==> src/rtl/hms_pkg.sv <==
// hms_pkg: shared constants and time type for the hms_counter slice
//   SEC_MOD/MIN_MOD: second and minute moduli
//   SEC_W/MIN_W/HOUR_W: field widths
//   hms_t: packed {hour, min, sec}, used for time and alarm values
package hms_pkg;
    localparam int SEC_MOD = 60;
    localparam int MIN_MOD = 60;
    localparam int SEC_W   = 6;
    localparam int MIN_W   = 6;
    localparam int HOUR_W  = 5;
    typedef struct packed {
        logic [HOUR_W-1:0] hour;
        logic [MIN_W-1:0]  min;
        logic [SEC_W-1:0]  sec;
    } hms_t;
endpackage

==> src/rtl/mod_counter.sv <==
// mod_counter: modulo-MOD counter with synchronous load and carry-out
//   clk, rst    : clock, synchronous active-high reset
//   inc         : advance by one (load has priority)
//   ld, ld_val  : synchronous load of ld_val
//   q           : current count, always 0..MOD-1
//   wrap        : combinational carry-out, inc while q == MOD-1
module mod_counter #(
    parameter int MOD = 60,
    parameter int W   = 6
) (
    input  logic         clk,
    input  logic         rst,
    input  logic         inc,
    input  logic         ld,
    input  logic [W-1:0] ld_val,
    output logic [W-1:0] q,
    output logic         wrap
);
    assign wrap = inc && (q == W'(MOD - 1));

    always_ff @(posedge clk)
        if (rst)
            q <= '0;
        else
            q <= ld ? ld_val : wrap ? '0 : inc ? q + 1'b1 : q;
endmodule

==> src/rtl/hms_counter.sv <==
// hms_counter: binary hours:minutes:seconds time-of-day counter driven by a 1 Hz tick
//   clk, rst                      : clock, synchronous active-high reset
//   tick_in                       : 1 Hz square wave; each rising edge is one second
//   load, load_hour/min/sec       : strobe to load time; out-of-range loads are rejected
//   hour, min, sec                : current time
//   min_wrap, day_wrap, load_err  : registered one-cycle pulses
//   Optional (HMS_ALARM_EN): alarm_load, alarm_hour, alarm_min, alarm_clr, alarm
module hms_counter
    import hms_pkg::*;
#(
    parameter int HOUR_MOD = 24
) (
    input  logic              clk,
    input  logic              rst,
    input  logic              tick_in,
    input  logic              load,
    input  logic [HOUR_W-1:0] load_hour,
    input  logic [MIN_W-1:0]  load_min,
    input  logic [SEC_W-1:0]  load_sec,
`ifdef HMS_ALARM_EN
    input  logic              alarm_load,
    input  logic [HOUR_W-1:0] alarm_hour,
    input  logic [MIN_W-1:0]  alarm_min,
    input  logic              alarm_clr,
    output logic              alarm,
`endif
    output logic [HOUR_W-1:0] hour,
    output logic [MIN_W-1:0]  min,
    output logic [SEC_W-1:0]  sec,
    output logic              min_wrap,
    output logic              day_wrap,
    output logic              load_err
);
    hms_t cur;
    logic tick_q, step, inc, load_ok, ld, sec_c, min_c, hour_c;

    // tick_q resets high so a level already high at reset release is not a tick
    assign step    = tick_in & ~tick_q;
    assign inc     = step & ~load;
    assign load_ok = load_sec <= SEC_W'(SEC_MOD - 1) && load_min <= MIN_W'(MIN_MOD - 1) &&
                     load_hour < HOUR_W'(HOUR_MOD);
    assign ld      = load & load_ok;

    mod_counter #(.MOD(SEC_MOD), .W(SEC_W)) u_sec (
        .clk(clk), .rst(rst), .inc(inc), .ld(ld), .ld_val(load_sec), .q(cur.sec), .wrap(sec_c)
    );
    mod_counter #(.MOD(MIN_MOD), .W(MIN_W)) u_min (
        .clk(clk), .rst(rst), .inc(sec_c), .ld(ld), .ld_val(load_min), .q(cur.min), .wrap(min_c)
    );
    mod_counter #(.MOD(HOUR_MOD), .W(HOUR_W)) u_hour (
        .clk(clk), .rst(rst), .inc(min_c), .ld(ld), .ld_val(load_hour), .q(cur.hour), .wrap(hour_c)
    );

    assign hour = cur.hour;
    assign min  = cur.min;
    assign sec  = cur.sec;

    always_ff @(posedge clk)
        if (rst) begin
            tick_q   <= 1'b1;
            min_wrap <= 1'b0;
            day_wrap <= 1'b0;
            load_err <= 1'b0;
        end else begin
            tick_q   <= tick_in;
            min_wrap <= sec_c;
            day_wrap <= hour_c;
            load_err <= load & ~load_ok;
        end

`ifdef HMS_ALARM_EN
    hms_t alarm_q, nxt;

    // time after this cycle's step, so the alarm rises together with the new time
    assign nxt = '{hour: hour_c ? '0 : min_c ? cur.hour + 1'b1 : cur.hour,
                   min:  min_c  ? '0 : sec_c ? cur.min + 1'b1  : cur.min,
                   sec:  sec_c  ? '0 : cur.sec + 1'b1};

    always_ff @(posedge clk)
        if (rst) begin
            alarm_q <= '0;
            alarm   <= 1'b0;
        end else begin
            if (alarm_load)
                alarm_q <= '{hour: alarm_hour, min: alarm_min, sec: '0};
            alarm <= alarm_clr ? 1'b0 : (inc && nxt == alarm_q) ? 1'b1 : alarm;
        end
`endif
endmodule

==> config.mk <==
export PLATFORM = sky130hd
export DESIGN_NAME = hms_counter
export DESIGN_NICKNAME = d
export VERILOG_FILES = /design/src/rtl/hms_pkg.sv /design/src/rtl/mod_counter.sv /design/src/rtl/hms_counter.sv
export SDC_FILE = /design/constraint.sdc
export NUM_CORES = 1
export LEC_CHECK = 0
export CAP_MARGIN = 0
export CORE_ASPECT_RATIO = 1.75
export CORE_UTILIZATION = 44
export DETAILED_ROUTE_END_ITERATION = 12
export HOLD_SLACK_MARGIN = 0.05
export PLACE_DENSITY = 0.87
export REMOVE_ABC_BUFFERS = 1
export SETUP_SLACK_MARGIN = 0.3
export SLEW_MARGIN = 10
export SYNTH_ARGS = -nofsm -noshare
export SYNTH_HDL_FRONTEND = slang
export SYNTH_HIERARCHICAL = 1
export SYNTH_SLANG_ARGS = --single-unit
==> constraint.sdc <==
create_clock -name clk -period 4.1 [get_ports clk]
set_input_delay 0.82 -clock clk [delete_from_list [all_inputs] [get_ports clk]]
set_output_delay 0.82 -clock clk [all_outputs]
set_load 0.02 [all_outputs]
==> flow_summary.toml, run 1 <==
[global_route]
grt_pass1_wl_um = 4630
antenna_found_initial = 0
track_usage_pct = 22.5
grt_overflow_total = 0
grt_pass1_vias = 1093
grt_max_degree = 43

[setup_path]
criticalPathCategory = "in2reg"
arrival_ps = 3250
cp-start-kind = "primary input"
worstPathCellList = "clkdlybuf4s50_1, nor3b_1, buf_4, nand4_1, nor3b_2, nand4_1, nor3b_2, buf_4, nand4_1, or3b_1, a221oi_2"
slowest_stage = "clkdlybuf4s50_1"
slowest_delay_ps = 470
crit_top_cell = "nand4_1"
required_ps = 4270
critical_path.max_fanout = 11
critPathBufInv = 3
crit_family = "simple AND/OR/NAND/NOR gates"
end_kind = "flip-flop"

[placement]
numPortBuffers = 40
placed_cells = 197
dp_hpwl_um = 2200
gp_congestion = 0.785
dpl_cell_area_sq_mm = 0.00160

[floorplanning]
die-area_sq_mm = 0.00290
fp.dieH_um = 70.5
core_area_sq_mm = 0.00252
start_util_pct = 46.8
die_x_um = 41.1
io_pins = 41
num_rows = 24

[clock_tree]
cts_resized = 0
clk_path_buf_depth = 2
clock-sinks = 21
clkTransAtPathRegs_ps = 80
htree_levels = 1
cts_setup_buffers = 0
clkLatencyLatePin_ps = 260
cts_tree = "built"
numCtsBuffers = 3
ctsHoldBuffers = 0
root_buffer = "clkbuf_8"

[sta]
whs_ps = 592
setup_viol = 0
worst_pin_slew_ps = 856
fin_crit_sh_pct = 75.3
finalCriticalPeriod_ps = 3090
hold_viol = 0
clock_skew_ps = 1.10
fin_tns_setup_ps = 0
fmax_mhz = 324
final_max_slew_viol_count = 0
max_slew_margin_pct = 42.8
rsz0062_at_grt = "false"

[finish]
finalNonFillerCells = 201
diodes = 0
num-nets-final = 200
area_growth_pct = 39.6
final_common_cell = "clkdlybuf4s50_1"
final_area_sq_mm = 0.00165
final_cell_mix = "clkdlybuf4s50_1 (40), dfxtp_1 (21), a21oi_1 (17)"
drive_gt1_share_pct = 9.14

[logic_synthesis]
synth.distinct_cells = 37
yosys.area.top_type = "dfxtp_1"
ys_seq_area_share_pct = 35.6
synth_seq_cells = 21
synthFlopType = "dfxtp_1"
netlist_area_sq_mm = 0.00118
synth_top_area_share_pct = 35.6
synth_cells = 133
ys_warn_count = 6
synth-edff-count = 0
synthArstFlopShare_pct = 0
synth.area.top_cells = "dfxtp_1 (36%), a21oi_1 (7.2%), xor2_1 (5.9%)"
postSynthAreaPerCell_sq_um = 8.87

[power_and_ir_drop]
total_leakage_power_nw = 0.574
power.density_mw_per_mm2 = 290
finalPower_uw = 477
ir_worst_vdd_mv = 0.196

[routing]
post-route-drc-count = 0
vias = 1201
avgViaCountPerCell = 5.98
drtPass1Iterations = 4
wl_um = 3010
postRouteAntennaNets = 0
routedWlPerCell_um = 15.0
first_iter_violations = 34

[run]
max-cap-violations = 0

[worst_hold_path]
hold_path_class = "reg2reg"

[status]
status = "finished, final reports clean"
[worst min-delay path: cells and delay by family (launching register included)]
family	cells	cell delay, ps
AO/OA/AOI/OAI	1	90
flip-flops	1	350
AND/OR/NAND/NOR	1	100
[per-stage QoR]
step	setup slack [ps]	utilization, %
finish	1010	65.3
detailed placement	730	63.4
floorplan	668	-
global route	819	65.3
global placement	859	63.4
CTS	1000	65.3
[cell type report]
type,instances,area [sq um]
clock buffers,3,41.3
inverters,7,26.3
fillers,216,876
well taps,26,32.5
flip-flops and latches,21,420
multi-input cells,100,698
clock inverters,1,5.00
repair buffers,43,423
[worst paths after layout]
check | startpoint | endpoint | slack, ps | cells after the start
worst max-delay path | tick_in | u_hour/q[3]$_SDFFE_PP0P_ | 1010 | 11
worst min-delay path | u_hour/q[4]$_SDFFE_PP0P_ | u_hour/q[4]$_SDFFE_PP0P_ | 590 | 2
worst max register to register | tick_q$_SDFF_PP1_ | u_hour/q[3]$_SDFFE_PP0P_ | 1750 | 10
worst min register to register | u_hour/q[4]$_SDFFE_PP0P_ | u_hour/q[4]$_SDFFE_PP0P_ | 590 | 2
[cells in the mapped netlist (2+ instances only)]
| cell type | count |
|---|---|
| and3_1 | 2 |
| nand4_1 | 5 |
| dfxtp_1 | 21 |
| xor2_1 | 8 |
| nand2_1 | 6 |
| nor3b_1 | 6 |
| nand3_2 | 2 |
| nor2_1 | 6 |
| nor3b_2 | 2 |
| clkbuf_1 | 2 |
| or3_1 | 4 |
| nor2b_1 | 6 |
| o31a_1 | 2 |
| o21ai_1 | 2 |
| o2111ai_1 | 2 |
| or4_1 | 4 |
| nand3_1 | 3 |
| ha_1 | 3 |
| o22ai_1 | 2 |
| a21oi_1 | 17 |
| nor3_1 | 3 |
| buf_6 | 2 |
| mux2i_1 | 3 |
| inv_1 | 7 |
[kinds of logic (layout without fill, tap and decap cells)]
| kind of cell | count (synthesis) | count (layout) | share of synthesized area [%] |
|---|---|---|---|
| AND/OR/NAND/NOR | 54 | 54 | 29.1 |
| adder cells (fa/ha/maj) | 3 | 3 | 3.18 |
| flip-flops | 21 | 21 | 35.6 |
| AO/OA/AOI/OAI | 30 | 30 | 16.8 |
| XOR/XNOR | 9 | 9 | 6.68 |
| buffers and inverters | 12 | 54 | 5.20 |
| multiplexers | 4 | 4 | 3.50 |
[metal layers]
metal | routed length, um | GRT usage, % | vias to the layer above
li1 | - | - | 577
met2 | 1600 | 39.4 | 46
met4 | 48 | 9.68 | 0
met3 | 173 | 1.90 | 4
met1 | 1180 | 25.2 | 574
met5 | 0 | 0 | -
[state kept, by name, indices dropped and copies added, names as in the netlist]
| signal | cells |
|---|---|
| u_min/q | 6 |
| min_wrap | 1 |
| u_sec/q | 6 |
| u_hour/q | 5 |
| load_err | 1 |
| tick_q | 1 |
| day_wrap | 1 |
[power breakdown]
part | total [mW] | leakage [nW] | internal, mW | switching, mW
Sequential | 0.233 | 0.173 | 0.216 | 0.0166
Combinational | 0.108 | 0.376 | 0.0576 | 0.0501
Clock | 0.136 | 0.0255 | 0.0677 | 0.0684
Power figures use the tool's default switching activity.
==> run 2: changes to the inputs <==
- clock period: 4.1 -> 3.2 ns (I/O delays scaled with it)
==> flow_summary.toml, run 2 (synthesis results as in run 1) <==
[placement]
dp_hpwl_um = 2390
gp_congestion = 0.905
numPortBuffers = 40
dpl_cell_area_sq_mm = 0.00162

[clock_tree]
numCtsBuffers = 3
clock-sinks = 21
cts_setup_buffers = 0
cts_tree = "built"
clk_path_buf_depth = 2
ctsHoldBuffers = 0
htree_levels = 1
clkLatencyLatePin_ps = 250
root_buffer = "clkbuf_8"
clkTransAtPathRegs_ps = 80

[finish]
drive_gt1_share_pct = 10.2
diodes = 0
num-nets-final = 202
area_growth_pct = 41.3
top_regs = "u_min/q: 6 flops, u_sec/q: 6 flops, u_hour/q: 5 flops"
final_cell_mix = "clkdlybuf4s50_1 (40), dfxtp_1 (21), a21oi_1 (17)"
final_common_cell = "clkdlybuf4s50_1"
final_area_sq_mm = 0.00167

[sta]
fmax_mhz = 362
final_max_slew_viol_count = 0
setup_viol = 0
fin_crit_sh_pct = 86.3
rsz0062_at_grt = "false"
worst_pin_slew_ps = 529
clock_skew_ps = 1.00
max_slew_margin_pct = 64.8
fin_tns_setup_ps = 0
hold_viol = 0
whs_ps = 600
finalCriticalPeriod_ps = 2760

[routing]
postRouteAntennaNets = 0
vias = 1223
drtPass1Iterations = 4
routedWlPerCell_um = 16.3
wl_um = 3310
first_iter_violations = 63
avgViaCountPerCell = 6.02
post-route-drc-count = 0

[setup_path]
end_kind = "flip-flop"
r2r_start = "u_sec/q[0]$_SDFFE_PP0P_"
required_ps = 3370
critical_path.max_fanout = 3
arrival_ps = 2930
cp-start-kind = "primary input"
criticalPathCategory = "in2reg"
startpoint = "load"

[global_route]
track_usage_pct = 24.6
grt_max_degree = 34
antenna_found_initial = 0
grt_overflow_total = 0
grt_pass1_vias = 1147
grt_pass1_wl_um = 5020

[power_and_ir_drop]
ir_worst_vdd_mv = 0.289
power.density_mw_per_mm2 = 369
total_leakage_power_nw = 0.583
finalPower_uw = 615

[floorplanning]
die_x_um = 41.1
io_pins = 41
num_rows = 24
fp.dieH_um = 70.5
core_area_sq_mm = 0.00252
start_util_pct = 46.8
die-area_sq_mm = 0.00290

[status]
status = "finished, final reports clean"

[run]
max-cap-violations = 0

[worst_hold_path]
min_from = "u_hour/q[4]$_SDFFE_PP0P_"
hold_path_class = "reg2reg"
run 2: worst max-delay path: stages:
cell and delay, ps:
clkdlybuf4s50_1 450, nor3b_2 220, nand4_1 160, nor3b_2 280
nand4_1 150, nor3b_2 260, nand4_1 160, or3b_1 400
a221oi_2 210
run 2: cell type report:
class	instances	area, sq um
inverter	7	26.3
fill	212	856
tap	26	32.5
clock buffer	4	45.0
timing repair buffer	45	438
sequential	21	420
multi-input combinational	100	704
run 2: stage by stage:
step	utilization, %	instances	setup slack, ps
6_report	66.1	203	439
5_1_grt	66.1	203	332
4_1_cts	65.8	203	401
3_5_place_dp	64.0	199	249
3_3_place_gp	64.0	199	328
2_1_floorplan	-	128	-52.4
run 2: path summary, 6_finish.rpt:
| path | cells past startpoint | endpoint | slack (ps) |
|---|---|---|---|
| setup reg to reg | 8 | u_hour/q[3]$_SDFFE_PP0P_ | 760 |
| setup / recovery | 9 | u_hour/q[3]$_SDFFE_PP0P_ | 440 |
| hold / removal | 2 | u_hour/q[4]$_SDFFE_PP0P_ | 600 |
| hold reg to reg | 2 | u_hour/q[4]$_SDFFE_PP0P_ | 600 |
run 2: metal layers:
metal  global-route usage (%)  up-vias  wire [um]
met5                        0        -          0
met4                     8.60        0         40
met3                     3.49        4        205
met2                     43.9       59       1820
met1                     26.9      584       1240
li1                         -      576          -
run 2: power breakdown:
part	total (mW)	internal (mW)	switching [mW]
combinational	0.142	0.0759	0.0661
clock	0.173	0.0885	0.0845
sequential	0.300	0.277	0.0227
total	0.615	0.442	0.173
run 2: what timing repair did:
action                                  CTS  global route
hold endpoints to repair                  0             0
endpoints found under the setup margin    0             4
gates resized for setup                   0             2
==> run 3: changes to the inputs <==
- SKIP_CTS_REPAIR_TIMING: default -> 1
==> results of run 3 <==
Final layout, timing and power as in run 2 (identical DEF).
